`config.mk`:
```
export PLATFORM = sky130hd
export DESIGN_NAME = detector_pulsacion
export DESIGN_NICKNAME = d
export VERILOG_FILES = /design/src/rtl/detector_pulsacion.sv
export SDC_FILE = /design/constraint.sdc
export NUM_CORES = 1
export LEC_CHECK = 0
export ABC_AREA = 1
export CORE_ASPECT_RATIO = 1.4
export CORE_UTILIZATION = 45
export CTS_BUF_LIST = sky130_fd_sc_hd__clkbuf_8 sky130_fd_sc_hd__clkbuf_16
export CTS_CLUSTER_SIZE = 10
export DETAILED_ROUTE_END_ITERATION = 6
export PLACE_DENSITY = 0.66
export SLEW_MARGIN = 0
export SYNTH_ARGS = -nofsm -noshare
export SYNTH_HDL_FRONTEND = slang
export SYNTH_SLANG_ARGS = --single-unit
```
`constraint.sdc`:
```
create_clock -name clk_slow -period 1.6 [get_ports clk_slow]
set_input_delay 0.48 -clock clk_slow [delete_from_list [all_inputs] [get_ports clk_slow]]
set_output_delay 0.48 -clock clk_slow [all_outputs]
set_load 0.01 [all_outputs]
```
`src/rtl/detector_pulsacion.sv`:
```
// ---------------------------------------------------------------------------
// detector_pulsacion
//   Classifies presses of a debounced button sampled at a slow tick clock.
//   A press shorter than LONG_TICKS samples raises press_short on release.
//   A hold of LONG_TICKS samples raises press_long. While the hold continues
//   and repeat_en is high, repeat_pulse fires every REPEAT_TICKS samples.
//   After reset the button must be seen released before any press counts,
//   so a press already in progress at reset never produces an event.
//
// Parameters
//   LONG_TICKS   : held samples for a long press (2..65535)
//   REPEAT_TICKS : held samples between auto-repeat pulses (1..65535)
//
// Ports
//   clk_slow     in   tick clock, all registers update on its rising edge
//   rst          in   synchronous active-high reset
//   btn_stable   in   debounced button level, 1 = pressed
//   repeat_en    in   enables auto-repeat while in long hold
//   press_short  out  1-cycle pulse on release of a short press
//   press_long   out  1-cycle pulse when the hold reaches LONG_TICKS
//   repeat_pulse out  1-cycle pulse every REPEAT_TICKS of continued hold
//   held         out  level, 1 while a press is being tracked
//   press_count  out  short-press count, wraps modulo 256
//   All outputs are registered.
// ---------------------------------------------------------------------------
module detector_pulsacion #(
  parameter int LONG_TICKS   = 1000,
  parameter int REPEAT_TICKS = 200
) (
  input  logic       clk_slow,
  input  logic       rst,
  input  logic       btn_stable,
  input  logic       repeat_en,
  output logic       press_short,
  output logic       press_long,
  output logic       repeat_pulse,
  output logic       held,
  output logic [7:0] press_count
);

  typedef enum logic [1:0] {
    WAIT_RELEASE,
    IDLE,
    PRESSED,
    LONG_HELD
  } state_t;

  // Terminal counts: the counter value seen on the edge that completes
  // the interval, so the pulse lands exactly on the last sample.
  localparam logic [15:0] LONG_LAST   = 16'(LONG_TICKS - 1);
  localparam logic [15:0] REPEAT_LAST = 16'(REPEAT_TICKS - 1);

  state_t      state_q, state_d;
  logic [15:0] cnt_q, cnt_d;
  logic        short_d, long_d, repeat_d;
  logic [7:0]  count_d;

  // Next-state and next-output logic.
  // NOTE: every signal assigned here gets a default first, so no path
  // leaves a value unassigned and no latch is inferred.
  always_comb begin
    state_d  = state_q;
    cnt_d    = cnt_q;
    short_d  = 1'b0;
    long_d   = 1'b0;
    repeat_d = 1'b0;
    count_d  = press_count;

    case (state_q)
      WAIT_RELEASE: begin
        cnt_d = '0;
        if (!btn_stable) state_d = IDLE;
      end

      IDLE: begin
        cnt_d = '0;
        if (btn_stable) begin
          // The first pressed sample already counts as one.
          state_d = PRESSED;
          cnt_d   = 16'd1;
        end
      end

      PRESSED: begin
        if (!btn_stable) begin
          state_d = IDLE;
          cnt_d   = '0;
          short_d = 1'b1;
          count_d = press_count + 8'd1;
        end else if (cnt_q == LONG_LAST) begin
          state_d = LONG_HELD;
          cnt_d   = '0;
          long_d  = 1'b1;
        end else begin
          cnt_d = cnt_q + 16'd1;
        end
      end

      LONG_HELD: begin
        if (!btn_stable) begin
          state_d = IDLE;
          cnt_d   = '0;
        end else if (!repeat_en) begin
          // Holding at zero makes a re-enable wait a full interval.
          cnt_d = '0;
        end else if (cnt_q == REPEAT_LAST) begin
          cnt_d    = '0;
          repeat_d = 1'b1;
        end else begin
          cnt_d = cnt_q + 16'd1;
        end
      end

      default: begin
        state_d = WAIT_RELEASE;
        cnt_d   = '0;
      end
    endcase
  end

  // State and output registers.
  // NOTE: sequential state uses non-blocking assignments so every register
  // samples the pre-edge values regardless of statement order.
  always_ff @(posedge clk_slow) begin
    if (rst) begin
      state_q      <= WAIT_RELEASE;
      cnt_q        <= '0;
      press_short  <= 1'b0;
      press_long   <= 1'b0;
      repeat_pulse <= 1'b0;
      held         <= 1'b0;
      press_count  <= '0;
    end else begin
      state_q      <= state_d;
      cnt_q        <= cnt_d;
      press_short  <= short_d;
      press_long   <= long_d;
      repeat_pulse <= repeat_d;
      // Registered from the next state so held tracks the state being entered.
      held         <= (state_d == PRESSED) || (state_d == LONG_HELD);
      press_count  <= count_d;
    end
  end

endmodule

```
==> impl_metrics.env, run 1 <==
export IMPL_antenna_found_initial=0
export IMPL_hpwl_um=2350
export IMPL_cp_data_required_time_ns=1.82
export IMPL_clk_insertion_delay_late_ns=0.28
export IMPL_die_x_um=51.9
export IMPL_grt_pass1_wl_um=5160
export IMPL_relSlewSlack_pct=79.3
export IMPL_drive_gt1_share_pct=23.2
export IMPL_grt_max_degree=15
export IMPL_final_setup_viol_count=0
export IMPL_synth_seq_cells=30
export IMPL_clk_pin_slew_ns=0.06
export IMPL_p_leak_nw=0.891
export IMPL_drt_pre_antenna_iters=4
export IMPL_postLayoutCoreUtil_pct=60.5
export IMPL_syn_area_um2=1570
export IMPL_rows=25
export IMPL_ys_warn_count=0
export IMPL_boundaryPins=16
export IMPL_port_buffers=15
export IMPL_internal_power_mw=1.25
export IMPL_synth_cells=213
export IMPL_holdPathStages=3
export IMPL_vias_per_cell=4.76
export IMPL_cp_arrival_ns=1.72
export IMPL_min_period_ns=1.49
export IMPL_timing_final_crit_share_pct=93.4
export IMPL_die_area_um2=3740
export IMPL_cpPeakStageDelay_ns=0.52
export IMPL_fmax_mhz=669
export IMPL_routedWlPerCell_um=10.6
export IMPL_initial_core_util_pct=47.0
export IMPL_powerDensity_nw_per_um2=789
export IMPL_finalHoldViolCount=0
export IMPL_instances_no_fill=294
export IMPL_postSynthAreaPerCell_um2=7.38
export IMPL_synth_area_leader_cell="dfxtp_1"
export IMPL_drt_iter0_drc=22
export IMPL_vias=1398
export IMPL_die_h_um=71.9
export IMPL_p_switching_uw=350
export IMPL_cts_sink_count=30
export IMPL_vdd_ir_drop_max_uv=740
export IMPL_drc=0
export IMPL_routabilityCongestion=0.827
export IMPL_diodes=0
export IMPL_cpMaxStageDelayCell="clkdlybuf4s50_1"
export IMPL_cap_violations=0
export IMPL_synth_top_cells_by_area="dfxtp_1, nand2_1, nor2_1"
export IMPL_start_kind="input pin"
export IMPL_path_cells="clkdlybuf4s50_1 > buf_4 > nand2_1 > inv_1 > nand2_2 > nand2_2 > buf_4 > nand3b_1 > nand2_1"
export IMPL_area_growth_pct=28.8
export IMPL_ctsHoldBuffers=0
export IMPL_seq_area_frac_synth_pct=38.2
export IMPL_endpoint_kind="flip-flop"
export IMPL_hold_class="flip-flop to flip-flop"
export IMPL_layout_nets=265
export IMPL_wl_um=3110
export IMPL_cts_path_max_buffers=2
export IMPL_sequentialPowerShare_pct=47.7
export IMPL_path_max_fanout=5
export IMPL_core_area_um2=3350
export IMPL_cts_buffers=5
export IMPL_synth_net_count=225
export IMPL_ant_nets=0
export IMPL_cts_tree="built"
export IMPL_drv_slew=0
export IMPL_worst_setup_path_type="input pin to flip-flop"
export IMPL_grt_pass1_vias=1229
export IMPL_synth_cell_type_count=28
export IMPL_skew_ns=0.00602
export IMPL_clkPwrFrac_pct=44.6
export IMPL_whs_ns=0.506
export IMPL_post_synth_top_area_fraction_pct=38.2
export IMPL_h_tree_depth=2
export IMPL_p_comb_share_pct=7.7
export IMPL_r2r_cells=11
export IMPL_grt_overflow=0
export IMPL_outcome="complete, no violations"
export IMPL_p_sw_share_pct=21.9
export IMPL_place_inst=285
export IMPL_clockRootBuffer="clkbuf_8"
export IMPL_worst_pin_slew_ns=0.310
export IMPL_gr_usage_all_layers_pct=19.0
==> final cells by class <==
type,count,area [um^2]
repair buffers,35,289
inverters,28,105
well taps,40,50.0
fillers,332,1320
flip-flops and latches,30,602
clock buffers,8,110
multi-input cells,153,868
==> synthesized netlist by cell type <==
library cell,count
o21ai_1,1
nand3b_1,2
a31oi_1,1
nand2_4,1
o21ai_0,5
nand2_2,5
dfxtp_1,30
inv_2,4
o21a_1,1
nor3_4,1
o21bai_1,1
nand3_2,1
xnor2_1,2
nor2_4,1
nand4_1,3
nor3_1,6
o31ai_1,1
ha_1,8
clkinv_1,1
xor2_1,8
inv_1,23
nand3_1,14
nor2_1,27
a21oi_1,8
nor2_2,12
buf_12,1
nand2_1,44
clkbuf_1,1
==> stage by stage <==
stage          worst slack (ns)  power [mW]   TNS, ns  cell area, um^2
6_report                  0.105        1.60         0             2020
2_1_floorplan             0.193       0.845         0             1570
5_1_grt                -0.00278        1.67  -0.00402             2020
4_1_cts                 0.00356        1.63         0             1990
3_3_place_gp             -0.175       0.903     -3.23             1890
3_5_place_dp             -0.202       0.903     -3.48             1890
==> power by group through the flow <==
| stage | logic, mW | clock network, mW | registers, mW |
|---|---|---|---|
| after detailed placement | 0.123 | 0 | 0.780 |
| after CTS | 0.120 | 0.746 | 0.763 |
| after global routing | 0.140 | 0.769 | 0.764 |
| final | 0.123 | 0.712 | 0.763 |
| after global placement | 0.123 | 0 | 0.780 |
| after floorplan | 0.0608 | 0 | 0.785 |
==> critical path: cells and delay by family <==
kind / cells / cell delay (ns)
simple gates: 5 / 0.36
buf+inv: 4 / 0.88
==> layer usage <==
metal	track usage [%]	share of wire [%]
met1	21.2	43
met2	31.8	51
met5	0	0
met4	8.71	1.7
met3	6.71	3.8
==> sequential cells by signal, summed over array words and instances, names as in the netlist <==
name	cells
cnt_q	16
press_count	8
state_q	2
held	1
press_long	1
press_short	1
repeat_pulse	1
==> final timing paths <==
kind,start,to,slack (ns)
setup / recovery,btn_stable,cnt_q[0],0.11
hold / removal,cnt_q[15],cnt_q[15],0.51
setup reg to reg,cnt_q[1],cnt_q[0],0.12
hold reg to reg,cnt_q[15],cnt_q[15],0.51
==> timing repair <==
action | 4_1_cts | 5_1_grt
hold endpoints to repair | 0 | 0
pin swaps | 0 | 2
buffers inserted | 0 | 1
resized for setup | 11 | 8
setup endpoints to repair | 11 | 17
==> layout by cell type, fill, tap and decap left out, drive strengths merged <==
| cell type | netlist | final |
|---|---|---|
| nand3b | 2 | 2 |
| clkinv | 1 | 1 |
| a31oi | 1 | 1 |
| inv | 27 | 27 |
| nand3 | 15 | 15 |
| o21bai | 1 | 1 |
| nand4 | 3 | 3 |
| o21ai | 6 | 6 |
| xor2 | 8 | 8 |
| xnor2 | 2 | 2 |
| a21oi | 8 | 8 |
| clkbuf | 1 | 8 |
| dfxtp | 30 | 30 |
| o21a | 1 | 1 |
| ha | 8 | 8 |
| clkdlybuf4s50 | 0 | 3 |
| dlymetal6s2s | 0 | 1 |
| buf | 1 | 20 |
| dlygate4sd2 | 0 | 11 |
| nand2 | 50 | 50 |
| o31ai | 1 | 1 |
| nor2 | 40 | 40 |
| nor3 | 7 | 7 |
==> cells by family after synthesis <==
kind of cell | count (synthesis) | share of synthesized area (%)
and+or+nand+nor | 117 | 35.4
DFF | 30 | 38.2
xor gates and xnor gates | 10 | 5.57
AOI/OAI and AO/OA | 18 | 6.29
buffers and inverters | 30 | 8.20
adders and majority gates | 8 | 6.37
No activity file was read; power rests on OpenSTA's default activity.
==> run 2: changes to the inputs <==
--- a/config.mk
+++ b/config.mk
@@ -12,6 +12,7 @@
 export CTS_CLUSTER_SIZE = 10
 export DETAILED_ROUTE_END_ITERATION = 6
 export PLACE_DENSITY = 0.66
+export REMOVE_ABC_BUFFERS = 1
 export SLEW_MARGIN = 0
 export SYNTH_ARGS = -nofsm -noshare
 export SYNTH_HDL_FRONTEND = slang
==> constraint.sdc (replaced) <==
create_clock -name clk_slow -period 1.9 [get_ports clk_slow]
set_input_delay 0.57 -clock clk_slow [delete_from_list [all_inputs] [get_ports clk_slow]]
set_output_delay 0.57 -clock clk_slow [all_outputs]
set_load 0.01 [all_outputs]
==> run 2 against run 1 <==
Worst hold slack hardly changed. Clock-buffer cell count is 2 lower. Combinational power is 31% lower. Sequential share of layout area is 2.2 points higher. Clock skew is 0.00075 ns lower. Sequential cell count stayed put. Clock power is 26% lower. Total power is 21% lower. Register-to-register slack better by 0.27 ns. Non-clock buffer count is 14 lower. Final cell count is 4.8% lower.
==> impl_metrics.env, run 2 (synthesis results as in run 1) <==
export IMPL_outcome="complete, no violations"
export IMPL_timing_critical_path_buf_inv=1
export IMPL_cts_tree="built"
export IMPL_routedWlPerCell_um=11.3
export IMPL_drt_iter0_drc=26
export IMPL_vias_per_cell=4.85
export IMPL_core_area_um2=3350
export IMPL_powerDensity_nw_per_um2=669
export IMPL_clk_insertion_delay_late_ns=0.28
export IMPL_clockRootBuffer="clkbuf_8"
export IMPL_antenna_found_initial=0
export IMPL_ant_nets=0
export IMPL_grt_max_degree=15
export IMPL_drt_pre_antenna_iters=4
export IMPL_rsz0062_at_grt="false"
export IMPL_r2r_end="cnt_q[15]"
export IMPL_layout_commonest_cell="nand2_1"
export IMPL_largest_register="cnt_q"
export IMPL_ctsHoldBuffers=0
export IMPL_finalSetupTns_ns=0
export IMPL_drv_slew=0
export IMPL_worst_pin_slew_ns=0.349
export IMPL_cap_violations=0
export IMPL_start_kind="flip-flop"
export IMPL_cts_path_max_buffers=2
export IMPL_cpPeakStageDelay_ns=0.56
export IMPL_whs_ns=0.506
export IMPL_initial_core_util_pct=47.0
export IMPL_cp_arrival_ns=1.26
export IMPL_final_setup_viol_count=0
export IMPL_r2r_cells=10
export IMPL_final_cell_mix="nand2_1, dfxtp_1, nor2_1"
export IMPL_endpoint_kind="primary output"
export IMPL_timing_final_crit_share_pct=96.2
export IMPL_drive_gt1_share_pct=16.3
export IMPL_port_buffers=15
export IMPL_vias=1357
export IMPL_layout_nets=251
export IMPL_r2r_start="cnt_q[0]"
export IMPL_relSlewSlack_pct=76.7
export IMPL_cts_buffers=5
export IMPL_clk_pin_slew_ns=0.07
export IMPL_diodes=0
export IMPL_largest_register_ffs=16
export IMPL_min_delay_start="press_count[7]"
export IMPL_worst_setup_path_type="flip-flop to primary output"
export IMPL_boundaryPins=16
export IMPL_die_x_um=51.9
export IMPL_skew_ns=0.00527
export IMPL_cts_sink_count=30
export IMPL_fmax_mhz=547
export IMPL_wl_um=3170
export IMPL_reg_largest_list="cnt_q (16), press_count (8), state_q (2)"
export IMPL_area_growth_pct=20.0
export IMPL_dpl_cell_area_um2=1790
export IMPL_grt_pass1_vias=1334
export IMPL_path_cells="clkdlybuf4s50_1"
export IMPL_instances_no_fill=280
export IMPL_path_max_fanout=4
export IMPL_place_inst=272
export IMPL_h_tree_depth=2
export IMPL_grt_pass1_wl_um=5500
export IMPL_p_leak_nw=0.762
export IMPL_hpwl_um=2410
export IMPL_holdPathEnd="press_count[7]"
export IMPL_routabilityCongestion=0.783
export IMPL_reg2reg_slack_ns=0.39
export IMPL_drc=0
export IMPL_cp_data_required_time_ns=1.33
export IMPL_holdPathStages=2
export IMPL_final_area_um2=1890
export IMPL_grt_overflow=0
export IMPL_gr_usage_all_layers_pct=20.2
export IMPL_die_h_um=71.9
export IMPL_min_period_ns=1.83
export IMPL_finalHoldViolCount=0
export IMPL_rows=25
export IMPL_vdd_ir_drop_max_uv=637
export IMPL_crit_family="buffers and inverters"
export IMPL_hold_class="flip-flop to flip-flop"
export IMPL_die_area_um2=3740
export IMPL_cpMaxStageDelayCell="clkdlybuf4s50_1"
==> run 2: changes by cell type in the layout (fill, tap and decap cells not counted), moves of 2 or more <==
cell | before | now
clkdlybuf4s50_1 | 3 | 15
nor2_1 | 25 | 27
clkbuf_8 | 8 | 6
dlygate4sd2_1 | 11 | 0
buf_4 | 20 | 6
nor2_2 | 14 | 12
==> run 2: worst reg2reg max path, delay by kind of cell, from the launching register on <==
| kind | cells | cell delay, ns |
|---|---|---|
| AND/OR/NAND/NOR | 8 | 0.75 |
| flip-flops | 1 | 0.39 |
| adder cells (fa/ha/maj) | 1 | 0.21 |
| buffers and inverters | 1 | 0.06 |
==> run 2: how the worst max path moves through the flow <==
| stage | slack, ns | start | end | depth (start not counted) |
|---|---|---|---|---|
| finish | 0.07 | press_count[0] | press_count[0] | 1 |
| global route | 0.02 | press_count[5] | press_count[5] | 1 |
| CTS | 0.07 | press_count[5] | press_count[5] | 1 |
| detailed placement | -0.06 | btn_stable | press_count[6] | 7 |
| global placement | -0.04 | btn_stable | press_count[6] | 7 |
| floorplan | 0.49 | state_q[0] | press_count[6] | 9 |
==> run 2: power by group <==
group / internal (mW) / leakage, nW / switching, mW / total [mW]
combinational: 0.0375 / 0.467 / 0.0476 / 0.0851
clock: 0.286 / 0.0524 / 0.243 / 0.529
sequential: 0.638 / 0.242 / 0.00919 / 0.647
total: 0.962 / 0.762 / 0.300 / 1.26
==> run 2: area by class of cell <==
cell class	count	area, um^2
fillers	333	1460
multi-input cells	153	842
flip-flops and latches	30	602
repair buffers	21	195
inverters	28	105
clock buffers	6	82.6
well taps	40	50.0
clock inverters	2	8.76
==> run 2: metrics by stage <==
step | power, mW | utilization (%) | worst slack (ns)
2_1_floorplan | 0.709 | - | 0.493
3_3_place_gp | 0.746 | 53.6 | -0.0376
3_5_place_dp | 0.747 | 53.6 | -0.0558
4_1_cts | 1.28 | 56.3 | 0.0716
5_1_grt | 1.32 | 56.3 | 0.0212
6_report | 1.26 | 56.3 | 0.0720
==> run 2: repair_timing <==
item / CTS / global route
buffers inserted: 0 / 0
gates resized for setup: 1 / 0
setup endpoints to repair: 1 / 0
endpoints found under the hold margin: 0 / 0
==> run 2: metal layers <==
layer | part of all wire [%] | up-vias | track usage, %
met5 | 0 | - | 0
met4 | 2.7 | 0 | 12.6
met3 | 2.6 | 7 | 6.50
met2 | 52 | 15 | 33.9
met1 | 42 | 615 | 21.1
li1 | - | 720 | -
==> run 3: changes to the inputs <==
--- a/config.mk
+++ b/config.mk
@@ -13,7 +13,7 @@
 export DETAILED_ROUTE_END_ITERATION = 6
 export PLACE_DENSITY = 0.66
 export REMOVE_ABC_BUFFERS = 1
-export SLEW_MARGIN = 0
+export SLEW_MARGIN = 20
 export SYNTH_ARGS = -nofsm -noshare
 export SYNTH_HDL_FRONTEND = slang
 export SYNTH_SLANG_ARGS = --single-unit
==> results of run 3 <==
Final layout, timing and power as in run 2 (identical DEF).
